===== config.mk =====
export PLATFORM = sky130hd
export DESIGN_NAME = add_stream_pipe
export DESIGN_NICKNAME = d
export VERILOG_FILES = /design/src/rtl/add_stream_pipe_pkg.sv /design/src/rtl/add_stream_pipe_stage.sv /design/src/rtl/add_stream_pipe.sv
export SDC_FILE = /design/constraint.sdc
export NUM_CORES = 1
export LEC_CHECK = 0
export CAP_MARGIN = 20
export CORE_MARGIN = 2
export CORE_UTILIZATION = 48
export CTS_BUF_LIST = sky130_fd_sc_hd__clkbuf_8 sky130_fd_sc_hd__clkbuf_16
export CTS_CLUSTER_SIZE = 28
export DETAILED_ROUTE_END_ITERATION = 10
export MAX_ROUTING_LAYER = met4
export PLACE_DENSITY_LB_ADDON = 0.25
export REMOVE_ABC_BUFFERS = 1
export SLEW_MARGIN = 20
export SYNTH_ARGS = -nofsm -noshare
export SYNTH_HDL_FRONTEND = slang
export SYNTH_SLANG_ARGS = --single-unit

===== constraint.sdc =====
create_clock -name clk -period 1.7 [get_ports clk]
set_clock_uncertainty 0.05 [all_clocks]
set_input_delay 0.51 -clock clk [delete_from_list [all_inputs] [get_ports clk]]
set_output_delay 0.51 -clock clk [all_outputs]
set_load 0.02 [all_outputs]

===== src/rtl/add_stream_pipe_pkg.sv =====
// add_stream_pipe_pkg
// Constants shared by the generated stream arithmetic operators:
//   overflow-mode encodings, stage-record field widths and the stage
//   advance helper.
package add_stream_pipe_pkg;

  localparam int unsigned MODE_WRAP = 0;
  localparam int unsigned MODE_SSAT = 1;
  localparam int unsigned MODE_USAT = 2;

  // Stage record is {valid, e, d}; d width is the operator's WIDTH.
  localparam int unsigned STG_V_W = 1;
  localparam int unsigned STG_E_W = 1;

  // A stage may take new contents when it is empty or its successor moves.
  function automatic logic stage_adv(input logic v_q, input logic adv_next);
    return !v_q || adv_next;
  endfunction

endpackage


===== src/rtl/add_stream_pipe_stage.sv =====
// add_stream_stage
// One valid-tagged pipeline register holding a {valid, e, d} token.
//   clk, rst_n   : clock, async active-low reset (clears the whole record)
//   adv          : stage advances this cycle (loads in_* into the record)
//   in_v/e/d     : incoming token from the previous stage or the adder
//   out_v/e/d    : held token
module add_stream_stage #(
  parameter int unsigned WIDTH = 16
) (
  input  logic             clk,
  input  logic             rst_n,
  input  logic             adv,
  input  logic             in_v,
  input  logic             in_e,
  input  logic [WIDTH-1:0] in_d,
  output logic             out_v,
  output logic             out_e,
  output logic [WIDTH-1:0] out_d
);

  logic             v_q, v_d;
  logic             e_q, e_d;
  logic [WIDTH-1:0] d_q, d_d;

  // Payload only loads with a real token, so a bubble leaves the old data.
  always_comb begin
    v_d = v_q;
    e_d = e_q;
    d_d = d_q;
    if (adv) begin
      v_d = in_v;
      if (in_v) begin
        e_d = in_e;
        d_d = in_d;
      end
    end
  end

  always_ff @(posedge clk or negedge rst_n) begin
    if (!rst_n) begin
      v_q <= 1'b0;
      e_q <= 1'b0;
      d_q <= '0;
    end else begin
      v_q <= v_d;
      e_q <= e_d;
      d_q <= d_d;
    end
  end

  assign out_v = v_q;
  assign out_e = e_q;
  assign out_d = d_q;

endmodule


===== src/rtl/add_stream_pipe.sv =====
// add_stream_pipe
// Flow-controlled pipelined adder: pairs the head tokens of streams a and b
// and emits one sum token per pair on stream s. EOS pairs emit one s_e
// token with zero data; an EOS/data mismatch consumes both heads, emits
// nothing and sets the sticky err flag.
//   WIDTH  : data width (1..64)
//   STAGES : register stages from accept to output (1..4)
//   MODE   : 0 wrap, 1 signed saturate, 2 unsigned saturate
//   clk, rst_n          : clock, async active-low reset
//   a_d/a_e/a_v, a_b    : operand a stream, a_b = 1 when head not taken
//   b_d/b_e/b_v, b_b    : operand b stream, same meaning
//   s_d/s_e/s_v, s_b    : result stream, s_b = 1 holds the output
//   err                 : sticky EOS-mismatch flag
module add_stream_pipe
  import add_stream_pipe_pkg::*;
#(
  parameter int unsigned WIDTH  = 16,
  parameter int unsigned STAGES = 2,
  parameter int unsigned MODE   = 0
) (
  input  logic             clk,
  input  logic             rst_n,
  input  logic [WIDTH-1:0] a_d,
  input  logic             a_e,
  input  logic             a_v,
  output logic             a_b,
  input  logic [WIDTH-1:0] b_d,
  input  logic             b_e,
  input  logic             b_v,
  output logic             b_b,
  output logic [WIDTH-1:0] s_d,
  output logic             s_e,
  output logic             s_v,
  input  logic             s_b,
  output logic             err
);

  logic [STAGES-1:0] stg_v;
  logic [STAGES-1:0] stg_e;
  logic [STAGES-1:0] stg_adv;
  logic [WIDTH-1:0]  stg_d [STAGES];

  logic             fire;
  logic             mismatch;
  logic [WIDTH:0]   sum_ext;
  logic [WIDTH-1:0] res;
  logic             head_v;
  logic             head_e;
  logic [WIDTH-1:0] head_d;
  logic             err_q, err_d;

  // Advance chain walks back from the output in one block so each stage's
  // enable is a plain function of the valids behind it and s_b.
  always_comb begin
    logic nxt;
    stg_adv = '0;
    nxt     = !s_b;
    for (int unsigned k = 0; k < STAGES; k++) begin
      nxt                    = stage_adv(stg_v[STAGES-1-k], nxt);
      stg_adv[STAGES-1-k]    = nxt;
    end
  end

  // rst_n gates fire so the heads read as not taken while reset is held.
  assign fire     = rst_n && a_v && b_v && stg_adv[0];
  assign a_b      = !fire;
  assign b_b      = !fire;
  assign mismatch = a_e ^ b_e;
  assign sum_ext  = {1'b0, a_d} + {1'b0, b_d};

  always_comb begin
    res = sum_ext[WIDTH-1:0];
    case (MODE)
      MODE_SSAT: begin
        if ((a_d[WIDTH-1] == b_d[WIDTH-1]) && (sum_ext[WIDTH-1] != a_d[WIDTH-1])) begin
          if (a_d[WIDTH-1]) begin
            res            = '0;
            res[WIDTH-1]   = 1'b1;
          end else begin
            res            = '1;
            res[WIDTH-1]   = 1'b0;
          end
        end
      end
      MODE_USAT: begin
        if (sum_ext[WIDTH]) res = '1;
      end
      default: ;
    endcase
  end

  always_comb begin
    head_v = fire && !mismatch;
    head_e = a_e;
    head_d = a_e ? '0 : res;
  end

  always_comb begin
    err_d = err_q | (fire && mismatch);
  end

  always_ff @(posedge clk or negedge rst_n) begin
    if (!rst_n) err_q <= 1'b0;
    else        err_q <= err_d;
  end

  for (genvar g = 0; g < STAGES; g++) begin : g_stage
    if (g == 0) begin : g_head
      add_stream_stage #(.WIDTH(WIDTH)) u_stage (
        .clk   (clk),
        .rst_n (rst_n),
        .adv   (stg_adv[0]),
        .in_v  (head_v),
        .in_e  (head_e),
        .in_d  (head_d),
        .out_v (stg_v[0]),
        .out_e (stg_e[0]),
        .out_d (stg_d[0])
      );
    end else begin : g_body
      add_stream_stage #(.WIDTH(WIDTH)) u_stage (
        .clk   (clk),
        .rst_n (rst_n),
        .adv   (stg_adv[g]),
        .in_v  (stg_v[g-1]),
        .in_e  (stg_e[g-1]),
        .in_d  (stg_d[g-1]),
        .out_v (stg_v[g]),
        .out_e (stg_e[g]),
        .out_d (stg_d[g])
      );
    end
  end

  assign s_v = stg_v[STAGES-1];
  assign s_e = stg_e[STAGES-1];
  assign s_d = stg_d[STAGES-1];
  assign err = err_q;

endmodule


==> impl_metrics.tcl, run 1 <==
set metrics [dict create \
    netlist_area_um2 2232 \
    peakVddDrop_uv 664.5 \
    die-area_um2 5212 \
    drv_slew 0 \
    ys.flop_type "dfrtp_1" \
    gr-total-overflow 0 \
    grt_pass1_wl_um 11540 \
    antenna_cells 0 \
    power.share.switching_pct 32.85 \
    leakagePower_uw 0.001769 \
    period_minus_slack_ns 2.014 \
    status "complete, but fails checks" \
    drt-initial-drc-count 204 \
    cp-start-kind "input port" \
    initial_core_util_pct 50.57 \
    die_x_um 72.20 \
    worst_ep_arrival_time_ns 2.12 \
    cp_max_fo 4 \
    io_pins 60 \
    max_slew_margin_pct 69.60 \
    report.power.total_uw 3549 \
    yosysSeqAreaShare_pct 41.48 \
    violations "setup timing" \
    insertion_delay_ns 0.29 \
    drt-vias-per-instance 6.125 \
    portBuffers 59 \
    drtPass1Iterations 4 \
    avgSynthCellArea_um2 10.29 \
    internal-power_uw 2383 \
    path_cells "buf_8, ha_4, inv_2, fa_2, nor2b_4, o31ai_4, a211oi_2, o41ai_2, o21ai_1" \
    worst_slack_ns -0.3139 \
    nets 394 \
    nFillCells 212 \
    pwr-share-seq_pct 34.9 \
    ys_types 46 \
    powerDensity_nw_per_um2 936.2 \
    r2r_slack_ns 0.08 \
    holdWs_ns 0.2074 \
    worstSetupPathType "in2reg" \
    p_switching_uw 1166 \
    ys_warn_count 0 \
    grtUsageTotal_pct 29.90 \
    hp-class "in2async" \
    syn_to_final_growth_pct 69.84 \
    synth_top_cells_by_count "dfrtp_1 (37), nand2_1 (19), mux2_2 (17)" \
    ys_top_cells_by_area "dfrtp_1 (41%), mux2_2 (8.6%), ha_1 (8.4%), o21ai_0 (3.6%), nand2_1 (3.2%)" \
    slowest_stage "o41ai_2" \
    p_comb_share_pct 39.3 \
    cts_root_buffer "clkbuf_8" \
    synthCells 217 \
    core_um2 4414 \
    gp_congestion 0.8127 \
    critPathMaxStageDelay_ns 0.46 \
    fin_crit_sh_pct 118.5 \
    row_count 24 \
    grt_max_degree 38 \
    tightest_slew_ns 0.4560 \
    yosys.cell_count.top_type "dfrtp_1" \
    synth_edf_count 0 \
    vias 2401 \
    end_kind "register" \
    cts.path.max_buffers 2 \
    dieHeight_um 72.20 \
    path_delay_family "compound AO/OA/AOI/OAI gates" \
    hpwl_um 4359 \
    timing.final.hold_violations 0 \
    drive_gt1_share_pct 50.59 \
    clkSinkCount 37 \
    antenna_found_initial 0 \
    drc 0 \
    postRouteAntennaNets 0 \
    wl_per_cell_um 20.21 \
    max_freq_mhz 496.6 \
    cts_tree "built" \
    rsz0062_at_grt "true" \
    synth-seq-cells 37 \
    grt_pass1_vias 2363 \
    yosysTopAreaCellShare_pct 41.48 \
    clk_pin_slew_worst_paths_ns 0.08 \
    setup_viol 11 \
    cp.required_ns 1.81 \
    synthArstFlopShare_pct 100.0 \
    path_buf_inv 2 \
    pwr-share-clk_pct 25.8 \
    synth_area_leader_cell "dfrtp_1" \
    h-tree-depth 2 \
    cts_buffers 5 \
    wirelength_um 7924 \
    drv_cap 0 \
]
## flip-flops by register name, summed over array words and instances (netlist names)
register / flops
g_stage.g_head.u_stage.out_d: 16
g_stage.g_body.u_stage.out_d: 16
g_stage.g_head.u_stage.out_e: 1
g_stage.g_head.u_stage.out_v: 1
g_stage.g_body.u_stage.out_e: 1
err: 1
g_stage.g_body.u_stage.out_v: 1
## worst register-to-register path, stage by stage, from the launching register on
cell      delay (ns)
dfrtp_1         0.37
nand3_2         0.09
buf_4           0.16
and3_2          0.24
and2_1          0.19
a311oi_1        0.29
nand3_1         0.11
## kinds of logic (layout without fill, tap and decap cells)
family                     count (synthesis)  after routing  share of synthesized area [%]
AOI/OAI and AO/OA                         64             64                          20.40
xor gates and xnor gates                   8              8                          3.139
adders and majority gates                 16             16                          9.305
buffers and inverters                     14            137                          2.691
DFF                                       37             37                          41.48
muxes                                     17             17                          8.576
and+or+nand+nor                           61             61                          14.41
## worst paths after layout
check / cells after the start / startpoint / end
worst min register to register: 1 / err / err
worst max-delay path: 9 / a_d[0] / g_stage[0].g_head.u_stage.out_d[10]
min in group clk: 1 / err / err
worst min-delay path: 2 / rst_n / g_stage[1].g_body.u_stage.out_d[14]
max in group asynchronous: 2 / rst_n / g_stage[0].g_head.u_stage.out_d[7]
worst max register to register: 6 / g_stage[0].g_head.u_stage.out_v / g_stage[0].g_head.u_stage.out_d[14]
## final cells by class
cell class                 count  area (um^2)  share of cell area (%)
multi-input combinational    166         1628                   42.94
timing repair buffer         122         1006                   26.53
sequential                    37        925.9                   24.42
clock buffer                   5        68.82                   1.815
clock inverter                 3        68.82                   1.815
tap                           52        65.06                   1.716
inverter                       7        28.78                  0.7591
## placed cells by master, fill, tap and decap left out, types with 5 or more instances in the layout
cell type / synthesis / routed
a21o_1: 8 / 8
nand3_1: 11 / 7
o21ai_1: 1 / 8
mux2_2: 17 / 17
dfrtp_1: 37 / 37
buf_2: 3 / 16
buf_4: 1 / 55
dlygate4sd2_1: 0 / 20
o21ai_0: 16 / 7
ha_4: 0 / 15
clkdlybuf4s15_1: 0 / 7
a21oi_2: 0 / 5
nand2_1: 19 / 18
a21oi_1: 13 / 8
buf_6: 0 / 16
clkbuf_8: 0 / 5
## layer usage
| layer | vias up | GRT usage, % | wire, um |
|---|---|---|---|
| met4 | 0 | 14.26 | 425 |
| li1 | 1052 | - | - |
| met5 | - | - | 0 |
| met1 | 1133 | 33.87 | 2990 |
| met3 | 53 | 6.806 | 509 |
| met2 | 163 | 49.95 | 3999 |
## power by group through the flow
stage	sequential, uW	clock, uW	combinational (uW)
2_1_floorplan	1410	0	440
3_3_place_gp	1240	0	1210
3_5_place_dp	1260	0	1240
4_1_cts	1230	926	1290
5_1_grt	1260	965	1460
6_report	1240	917	1390
## per-stage QoR
stage / cells / TNS [ns] / instance area (um^2) / utilization (%) / worst slack [ns]
global placement: 369 / -17.19 / 3222 / 72.99 / -0.9492
global route: 392 / -2.249 / 3791 / 85.88 / -0.3651
detailed placement: 369 / -18.89 / 3222 / 72.99 / -1.055
finish: 392 / -1.990 / 3791 / 85.88 / -0.3139
floorplan: 210 / -2.936 / 2198 / - / -0.4640
CTS: 390 / -1.046 / 3729 / 84.47 / -0.2247
## repair_timing
action,CTS,global route
endpoints found under the setup margin,37,14
hold buffers,0,0
buffers inserted,13,3
resized for setup,218,16
endpoints found under the hold margin,0,0
gates cloned,1,0
pin swaps,52,26
No activity file was read; power rests on OpenSTA's default activity.
==> run 2: changes to the inputs <==
- PLACE_DENSITY: unset -> 0.79
- PLACE_DENSITY_LB_ADDON: 0.25 -> unset
==> impl_metrics.tcl, run 2 (synthesized netlist as in run 1, its figures left out) <==
set metrics [dict create \
    powerDensity_nw_per_um2 889.0 \
    wirelength_um 8805 \
    drive_gt1_share_pct 50.44 \
    core_um2 4414 \
    drv_cap 0 \
    setup_viol 12 \
    timing.final.hold_violations 0 \
    max_slew_margin_pct 69.23 \
    dieHeight_um 72.20 \
    period_minus_slack_ns 1.981 \
    cp-start-kind "input port" \
    cts.path.max_buffers 2 \
    grt_max_degree 38 \
    worstSetupPathType "in2reg" \
    syn_to_final_growth_pct 70.85 \
    nets 395 \
    hpwl_um 4385 \
    placed_area_um2 3192 \
    end_kind "register" \
    tightest_slew_ns 0.4615 \
    finalSetupTns_ns -1.772 \
    hp-class "in2async" \
    status "complete, but fails checks" \
    cp.required_ns 1.87 \
    final_cell_mix "buf_4 (50), dfrtp_1 (37), buf_6 (23)" \
    seq_area_um2 925.9 \
    drt-vias-per-instance 6.458 \
    wl_per_cell_um 22.40 \
    dp_slack_ns -1.009 \
    insertion_delay_ns 0.31 \
    cts_root_buffer "clkbuf_8" \
    max_freq_mhz 504.8 \
    cp_max_fo 3 \
    gp_congestion 0.8185 \
    clk_pin_slew_worst_paths_ns 0.08 \
    gr-total-overflow 0 \
    worst_ep_arrival_time_ns 2.15 \
    postLayoutCellArea_um2 3814 \
    rsz0062_at_grt "true" \
    leakagePower_uw 0.001788 \
    die_x_um 72.20 \
    fin_crit_sh_pct 116.5 \
    nFillCells 217 \
    violations "setup timing" \
    h-tree-depth 2 \
    worst_slack_ns -0.2811 \
    report.power.total_uw 3390 \
    vias 2538 \
    die-area_um2 5212 \
    drc 0 \
    cts_tree "built" \
    clkSinkCount 37 \
    portBuffers 59 \
    antenna_found_initial 0 \
    io_pins 60 \
    drv_slew 0 \
    grtUsageTotal_pct 32.95 \
    multi_input_area_um2 1663 \
    row_count 24 \
    grt_pass1_wl_um 12590 \
    antenna_cells 0 \
    drtPass1Iterations 5 \
    drt-initial-drc-count 299 \
    layout_commonest_cell "buf_4" \
    initial_core_util_pct 50.57 \
    grt_pass1_vias 2541 \
    peakVddDrop_uv 441.3 \
    cts_buffers 5 \
    postRouteAntennaNets 0 \
]
## run 2: report_power, final
| group | switching, uW | total (uW) | internal, uW |
|---|---|---|---|
| clock network | 349 | 677 | 329 |
| logic | 756 | 1460 | 706 |
| registers | 140 | 1250 | 1110 |
| total | 1240 | 3390 | 2150 |
## run 2: critical path, cell delays in order
cell	delay, ns
buf_6	0.08
ha_4	0.14
inv_2	0.04
fa_2	0.37
nor2b_4	0.17
o31ai_4	0.09
a21o_1	0.23
a2111o_1	0.41
o211ai_1	0.13
## run 2: what timing repair did
| action | 4_1_cts | 5_1_grt |
|---|---|---|
| resized for setup | 199 | 35 |
| pin swaps | 56 | 35 |
| buffers inserted | 17 | 4 |
| gates cloned | 0 | 1 |
| endpoints found under the setup margin | 37 | 17 |
| hold buffers | 0 | 0 |
| endpoints found under the hold margin | 0 | 0 |
## run 2: cell type report
class | count | area share (%)
clock buffers | 6 | 2.165
clock inverters | 2 | 0.3609
inverters | 7 | 0.7546
multi-input cells | 166 | 43.60
flip-flops and latches | 37 | 24.28
well taps | 52 | 1.706
repair buffers | 123 | 27.13
## run 2: stage by stage
stage | util [%] | hold slack [ns] | std cells
global route | 86.39 | 0.2504 | 393
global placement | 72.31 | 0.4017 | 365
finish | 86.39 | 0.2092 | 393
detailed placement | 72.31 | 0.4144 | 365
CTS | 84.44 | 0.2280 | 388
floorplan | - | 0.1644 | 210
## run 2: path summary, 6_finish.rpt
path / startpoint / to / slack [ns] / depth (start not counted)
max in group asynchronous: rst_n / g_stage[1].g_body.u_stage.out_d[9] / 1.05 / 2
setup reg to reg: g_stage[0].g_head.u_stage.out_v / g_stage[0].g_head.u_stage.out_d[14] / 0.04 / 6
min in group clk: err / err / 0.43 / 1
hold reg to reg: err / err / 0.43 / 1
setup / recovery: b_d[0] / g_stage[0].g_head.u_stage.out_d[8] / -0.28 / 9
hold / removal: rst_n / g_stage[0].g_head.u_stage.out_d[6] / 0.21 / 2
## run 2: layer usage
| metal | track usage (%) | vias up | routed length, um |
|---|---|---|---|
| met5 | - | - | 0 |
| met4 | 21.80 | 0 | 644 |
| met3 | 6.389 | 69 | 720 |
| met2 | 52.80 | 200 | 4253 |
| met1 | 37.41 | 1220 | 3187 |
| li1 | - | 1049 | - |
==> patch 1 (config.mk and constraints of run 2) <==
Set the parameter `MODE` to 1 (it was 0). Comments in the files are not updated.
--- a/src/rtl/add_stream_pipe.sv
+++ b/src/rtl/add_stream_pipe.sv
@@ -16,7 +16,7 @@
 #(
   parameter int unsigned WIDTH  = 16,
   parameter int unsigned STAGES = 2,
-  parameter int unsigned MODE   = 0
+  parameter int unsigned MODE   = 1
 ) (
   input  logic             clk,
   input  logic             rst_n,
Behaviour: not the same (a bounded check fails within 4 cycles, from zero or initial values and one cycle with rst_n low).
==> patch 1 against run 2 <==
The flow still finishes with violations (negative setup slack). Non-clock buffer count increased by 6. Design area about the same. Routed wire length decreased by 22%. Critical endpoint unchanged. Total power decreased by 3.8%. Highest routed layer unchanged. Worst setup slack got worse by 0.23 ns. Sequential cell count unchanged. Critical path depth decreased by 1. Synthesized area increased by 5.5%. Sequential share of layout area about the same. Largest cell class unchanged. Synthesized cell count increased by 9.2%.
==> patch 1: results <==
group,metric,value,unit
clocking,clk-insertion-delay-late,0.29,ns
status,run_status,"finished with violations",
clocking,maximum_root_to_sink_buffer_count,2,
sta,max_slew_margin,64.5,%
setup_path,critical_path.top_delay_family,"compound AO/OA/AOI/OAI gates",
drt,detailedRoute.firstPassIterationCount,4,
yosys,synth-warning-count,0,
global_route,pin_count_of_the_biggest_net_entering_global_routing,38,
placement,gpl.final_weighted_congestion,0.865,
min_path,min-delay-path-class,"in2async",
yosys,synth.cells.most_frequent,"dfrtp_1 (37), nand2_1 (22), a21oi_1 (21), mux2_2 (17)",
status,violations,"negative setup slack",
power_and_ir_drop,p_leak,1.83,nW
clocking,htree_depth,2,
yosys,synth.yosys.seq_area_share,39.3,%
sta,setup_total_negative_slack,-7.26,ns
global_route,gr-total-overflow,0,
final_layout,layout.nets,417,
setup_path,worst-path-max-fanout,7,
drt,post-route-drc-count,0,
final_layout,share_of_post_route_cells_with_drive_strength_above_1,44.4,%
yosys,synth_cells,237,
power_and_ir_drop,worst_ir_drop_vdd,0.455,mV
yosys,synth_cell_type_count,49,
clocking,clock-root-buffer,"clkbuf_8",
setup_path,timing.rr.start,"g_stage[0].g_head.u_stage.out_v$_DFFE_PN0N_",
drt,detail_route.wl_per_cell,16.0,um
global_route,grt_antenna_before_repair,0,
setup_path,slowest_stage,"a2111o_1",
setup_path,cp_slowest_stage_delay,0.41,ns
placement,post-dp-hpwl,4.60,mm
drt,routed_wl,6.89,mm
clocking,cts_buffers,5,
setup_path,r2r.worst_path.cells,7,
clocking,clk_transition_reported_paths,0.07,ns
sta,finalWorstSetupSlack,-0.508,ns
drt,dr_total_vias,2393,
setup_path,reg_to_reg_slack_setup,-0.21,ns
global_route,gr-usage-all-layers,28.5,%
final_layout,diodes,0,
global_route,grt_pass1_wl,11.6,mm
placement,place.detailed.instances,412,
drt,drt_first_iter_violations,145,
global_route,first_global_vias,2526,
placement,portBuffers,59,
yosys,synthTopCellsByArea,"dfrtp_1 (39%), mux2_2 (8.1%), ha_1 (8.0%)",
yosys,synthArstFlopShare,100,%
placement,post-place-ws,-1.20,ns
setup_path,worst_r2r_endpoint,"g_stage[0].g_head.u_stage.out_d[8]$_DFFE_PN0P_",
sta,setup_violations,16,
setup_path,cp_data_arrival_time,2.37,ns
placement,post_dp_cell_area,3380,um2
## patch 1: final cells by class
type	count	area [um2]
sequential	37	926
multi-input combinational	182	1620
clock buffer	7	96.3
inverter	7	26.3
clock inverter	1	5.00
tap	67	83.8
fill	291	907
timing repair buffer	129	1060
## patch 1: cells by family after synthesis
| logic type | share of synthesized area (%) |
|---|---|
| XOR/XNOR | 3.35 |
| buffers and inverters | 5.53 |
| AO/OA/AOI/OAI | 20.1 |
| adder cells (fa/ha/maj) | 8.82 |
| multiplexers | 8.98 |
| flip-flops | 39.3 |
| AND/OR/NAND/NOR | 13.9 |
## patch 1: power by group
part | switching [mW] | internal, mW
Sequential | 0.118 | 1.10
Clock | 0.312 | 0.366
Combinational | 0.690 | 0.671
## patch 1: worst max path at each step
stage | from | slack [ns] | to
6_report | b_d[12] | -0.51 | g_stage[0].g_head.u_stage.out_d[8]$_DFFE_PN0P_
5_1_grt | a_d[4] | -0.57 | g_stage[0].g_head.u_stage.out_d[1]$_DFFE_PN0P_
4_1_cts | a_d[4] | -0.44 | g_stage[0].g_head.u_stage.out_d[6]$_DFFE_PN0P_
3_5_place_dp | a_d[1] | -1.20 | g_stage[0].g_head.u_stage.out_d[9]$_DFFE_PN0P_
3_3_place_gp | a_d[0] | -1.14 | g_stage[0].g_head.u_stage.out_d[14]$_DFFE_PN0P_
2_1_floorplan | a_d[4] | -0.89 | g_stage[0].g_head.u_stage.out_d[8]$_DFFE_PN0P_
## patch 1: per-layer routing
layer	track usage, %	part of all wire (%)
met5	-	0
met4	13.3	4.2
met3	4.88	3.7
met2	49.7	52
met1	31.6	40
## patch 1: timing repair
item                       CTS  global route
gates cloned                 1             0
pin swaps                   43             9
gates resized for setup    170             7
buffers inserted             8             1
setup endpoints to repair   49            18
## patch 1: worst register-to-register path, stage by stage (launching register included)
cell and delay [ns]:
dfrtp_1 0.40, nand3_2 0.12, nor4b_4 0.26, or2b_1 0.30, a211oi_4 0.29, buf_6 0.19, nor3_2 0.07, o21ai_1 0.16
## patch 1: through the flow
stage,util [%],hold slack (ns)
final,80.8,0.233
after floorplan,-,0.164
after global placement,71.6,0.395
after CTS,80.5,0.251
after detailed placement,71.6,0.397
after global routing,80.8,0.277
==> patch 2 (flow settings as in run 2) <==
Without the edit above. Register the input `a_d` before use. The logic sees it one clock later. The other inputs are not delayed to match.
--- a/src/rtl/add_stream_pipe.sv
+++ b/src/rtl/add_stream_pipe.sv
@@ -35,6 +35,12 @@
   output logic             err
 );
 
+  logic [WIDTH-1:0] a_d_q;
+
+  always_ff @(posedge clk) begin
+    a_d_q <= a_d;
+  end
+
   logic [STAGES-1:0] stg_v;
   logic [STAGES-1:0] stg_e;
   logic [STAGES-1:0] stg_adv;
@@ -66,14 +72,14 @@
   assign a_b      = !fire;
   assign b_b      = !fire;
   assign mismatch = a_e ^ b_e;
-  assign sum_ext  = {1'b0, a_d} + {1'b0, b_d};
+  assign sum_ext  = {1'b0, a_d_q} + {1'b0, b_d};
 
   always_comb begin
     res = sum_ext[WIDTH-1:0];
     case (MODE)
       MODE_SSAT: begin
-        if ((a_d[WIDTH-1] == b_d[WIDTH-1]) && (sum_ext[WIDTH-1] != a_d[WIDTH-1])) begin
-          if (a_d[WIDTH-1]) begin
+        if ((a_d_q[WIDTH-1] == b_d[WIDTH-1]) && (sum_ext[WIDTH-1] != a_d_q[WIDTH-1])) begin
+          if (a_d_q[WIDTH-1]) begin
             res            = '0;
             res[WIDTH-1]   = 1'b1;
           end else begin
Function: changed (Yosys sat finds a counterexample within 4 cycles, from zero or initial values and one cycle with rst_n low).
==> patch 2 against run 2 <==
Sequential cell count is 16 higher. Design area is 11% higher. Synthesized area is 14% higher. Total power is 12% higher. Sequential share of layout area is 5.5 points higher. Synthesized cell count is 6.9% higher. Worst setup slack better by 0.078 ns. The flow still finishes with violations (negative setup slack). Routed wire length is 14% lower. Largest cell class unchanged.
==> patch 2: results <==
group,metric,value,unit
status,run_status,"finished with violations",
status,violations,"negative setup slack",
global_route,gr-usage-all-layers,24.8,%
placement,post-dp-hpwl,4.46,mm
setup_path,critical_path.top_delay_family,"compound AO/OA/AOI/OAI gates",
drt,drt_first_iter_violations,162,
clocking,htree_depth,2,
yosys,synthTopCellsByArea,"dfrtp_1 (36%), dfxtp_1 (13%), mux2_2 (7.5%)",
global_route,first_global_vias,2322,
setup_path,timing.rr.start,"a_d_q[0]$_DFF_P_",
power_and_ir_drop,worst_ir_drop_vdd,0.539,mV
clocking,clock-root-buffer,"clkbuf_8",
yosys,post-synth-top-count-cell,"dfrtp_1",
sta,setup_violations,12,
sta,finalWorstSetupSlack,-0.203,ns
final_layout,final.fill_count,298,
final_layout,layout.nets,417,
setup_path,worst-path-max-fanout,3,
setup_path,r2r.worst_path.cells,8,
setup_path,cp_slowest_stage_delay,0.36,ns
yosys,yosys.area_share.adder,8.14,%
global_route,gr-total-overflow,0,
placement,gpl.final_weighted_congestion,0.808,
yosys,synth_cell_type_count,47,
clocking,clk_transition_reported_paths,0.10,ns
drt,detailedRoute.firstPassIterationCount,4,
min_path,min-delay-path-class,"in2async",
sta,final_layout_worst_hold_slack,0.194,ns
clocking,maximum_root_to_sink_buffer_count,2,
setup_path,worst_r2r_endpoint,"g_stage[0].g_head.u_stage.out_d[8]$_DFFE_PN0P_",
drt,detail_route.wl_per_cell,17.4,um
power_and_ir_drop,p_leak,1.93,nW
drt,avgViaCountPerCell,5.52,
yosys,synth.yosys.seq_area_share,48.8,%
global_route,pin_count_of_the_biggest_net_entering_global_routing,38,
yosys,synth_xor_xnor_area_share,2.75,%
placement,portBuffers,59,
final_layout,share_of_post_route_cells_with_drive_strength_above_1,46.0,%
yosys,synth.cells.most_frequent,"dfrtp_1 (37), nand2_1 (18), mux2_2 (17), dfxtp_1 (16), ha_1 (15)",
global_route,grt_pass1_wl,11.3,mm
setup_path,cp_data_arrival_time,2.09,ns
global_route,grt_antenna_before_repair,0,
sta,max_slew.worst_pin.slew,0.458,ns
yosys,post_synthesis_compound_gate_area_fraction,18.0,%
clocking,clk-insertion-delay-late,0.31,ns
final_layout,diodes,0,
yosys,synth_mux_area_share,7.50,%
yosys,synth_top_family_by_area,"compound AO/OA/AOI/OAI gates",
setup_path,slowest_stage,"dfxtp_2",
yosys,synthArstFlopShare,69.8,%
## patch 2: changes by cell type after synthesis
cell	run 2	this run
o21ai_0	16	14
dfxtp_1	0	16
xor2_1	5	4
a22o_1	1	2
nand2_1	19	18
o21ai_1	1	2
xnor2_1	3	4
## patch 2: report_power, final
| group | switching [mW] | internal, mW |
|---|---|---|
| Combinational | 0.696 | 0.739 |
| Clock | 0.434 | 0.298 |
| Sequential | 0.137 | 1.50 |
## patch 2: area by class of cell
class,count,share of cell area [%]
sequential,53,29.7
inverter,7,0.682
clock buffer,5,1.63
clock inverter,3,0.593
multi-input combinational,165,39.1
tap,70,2.08
timing repair buffer,130,26.2
## patch 2: layer usage
| layer | global-route usage (%) | vias up | part of all wire [%] |
|---|---|---|---|
| met5 | - | - | 0 |
| li1 | - | 1114 | - |
| met1 | 31.7 | 1182 | 43 |
| met3 | 3.41 | 15 | 4.4 |
| met4 | 6.55 | 0 | 1.9 |
| met2 | 41.8 | 81 | 51 |
## patch 2: metrics by stage
stage	util, %	std cells	TNS, ns	area, um2	worst slack [ns]
floorplan	-	225	-2.91	2520	-0.467
finish	82.6	433	-1.40	4220	-0.203
detailed placement	71.4	412	-18.10	3640	-0.949
global route	82.6	433	-2.00	4220	-0.256
global placement	71.4	412	-16.80	3640	-0.919
CTS	79.9	427	-1.33	4080	-0.254
## patch 2: worst max-delay path by stage
stage	start	end	slack [ns]	cells past startpoint
2_1_floorplan	b_d[0]	g_stage[0].g_head.u_stage.out_d[8]$_DFFE_PN0P_	-0.47	8
3_3_place_gp	b_d[0]	g_stage[0].g_head.u_stage.out_d[14]$_DFFE_PN0P_	-0.92	10
3_5_place_dp	b_d[0]	g_stage[0].g_head.u_stage.out_d[14]$_DFFE_PN0P_	-0.95	10
4_1_cts	a_d_q[0]$_DFF_P_	g_stage[0].g_head.u_stage.out_d[11]$_DFFE_PN0P_	-0.25	7
5_1_grt	a_d_q[1]$_DFF_P_	g_stage[0].g_head.u_stage.out_d[11]$_DFFE_PN0P_	-0.26	6
6_report	a_d_q[0]$_DFF_P_	g_stage[0].g_head.u_stage.out_d[8]$_DFFE_PN0P_	-0.20	8
## patch 2: worst reg2reg max path, cell delays in order, from the launching register on
cell and delay, ns:
dfxtp_2 0.36, ha_4 0.14, inv_2 0.04, fa_2 0.36
nor2b_4 0.16, o31ai_4 0.08, a21o_1 0.21, a2111o_1 0.36
o211ai_1 0.08
## patch 2: timing repair
action                                  4_1_cts  5_1_grt
endpoints found under the setup margin       37       19
pin swaps                                    52       32
buffers inserted                             10        6
gates resized for setup                     138       27
## patch 2: logic make-up after synthesis
logic type,Yosys count
buffers and inverters,14
xor gates and xnor gates,8
and+or+nand+nor,60
AOI/OAI and AO/OA,64
DFF,53
muxes,17
adders and majority gates,16
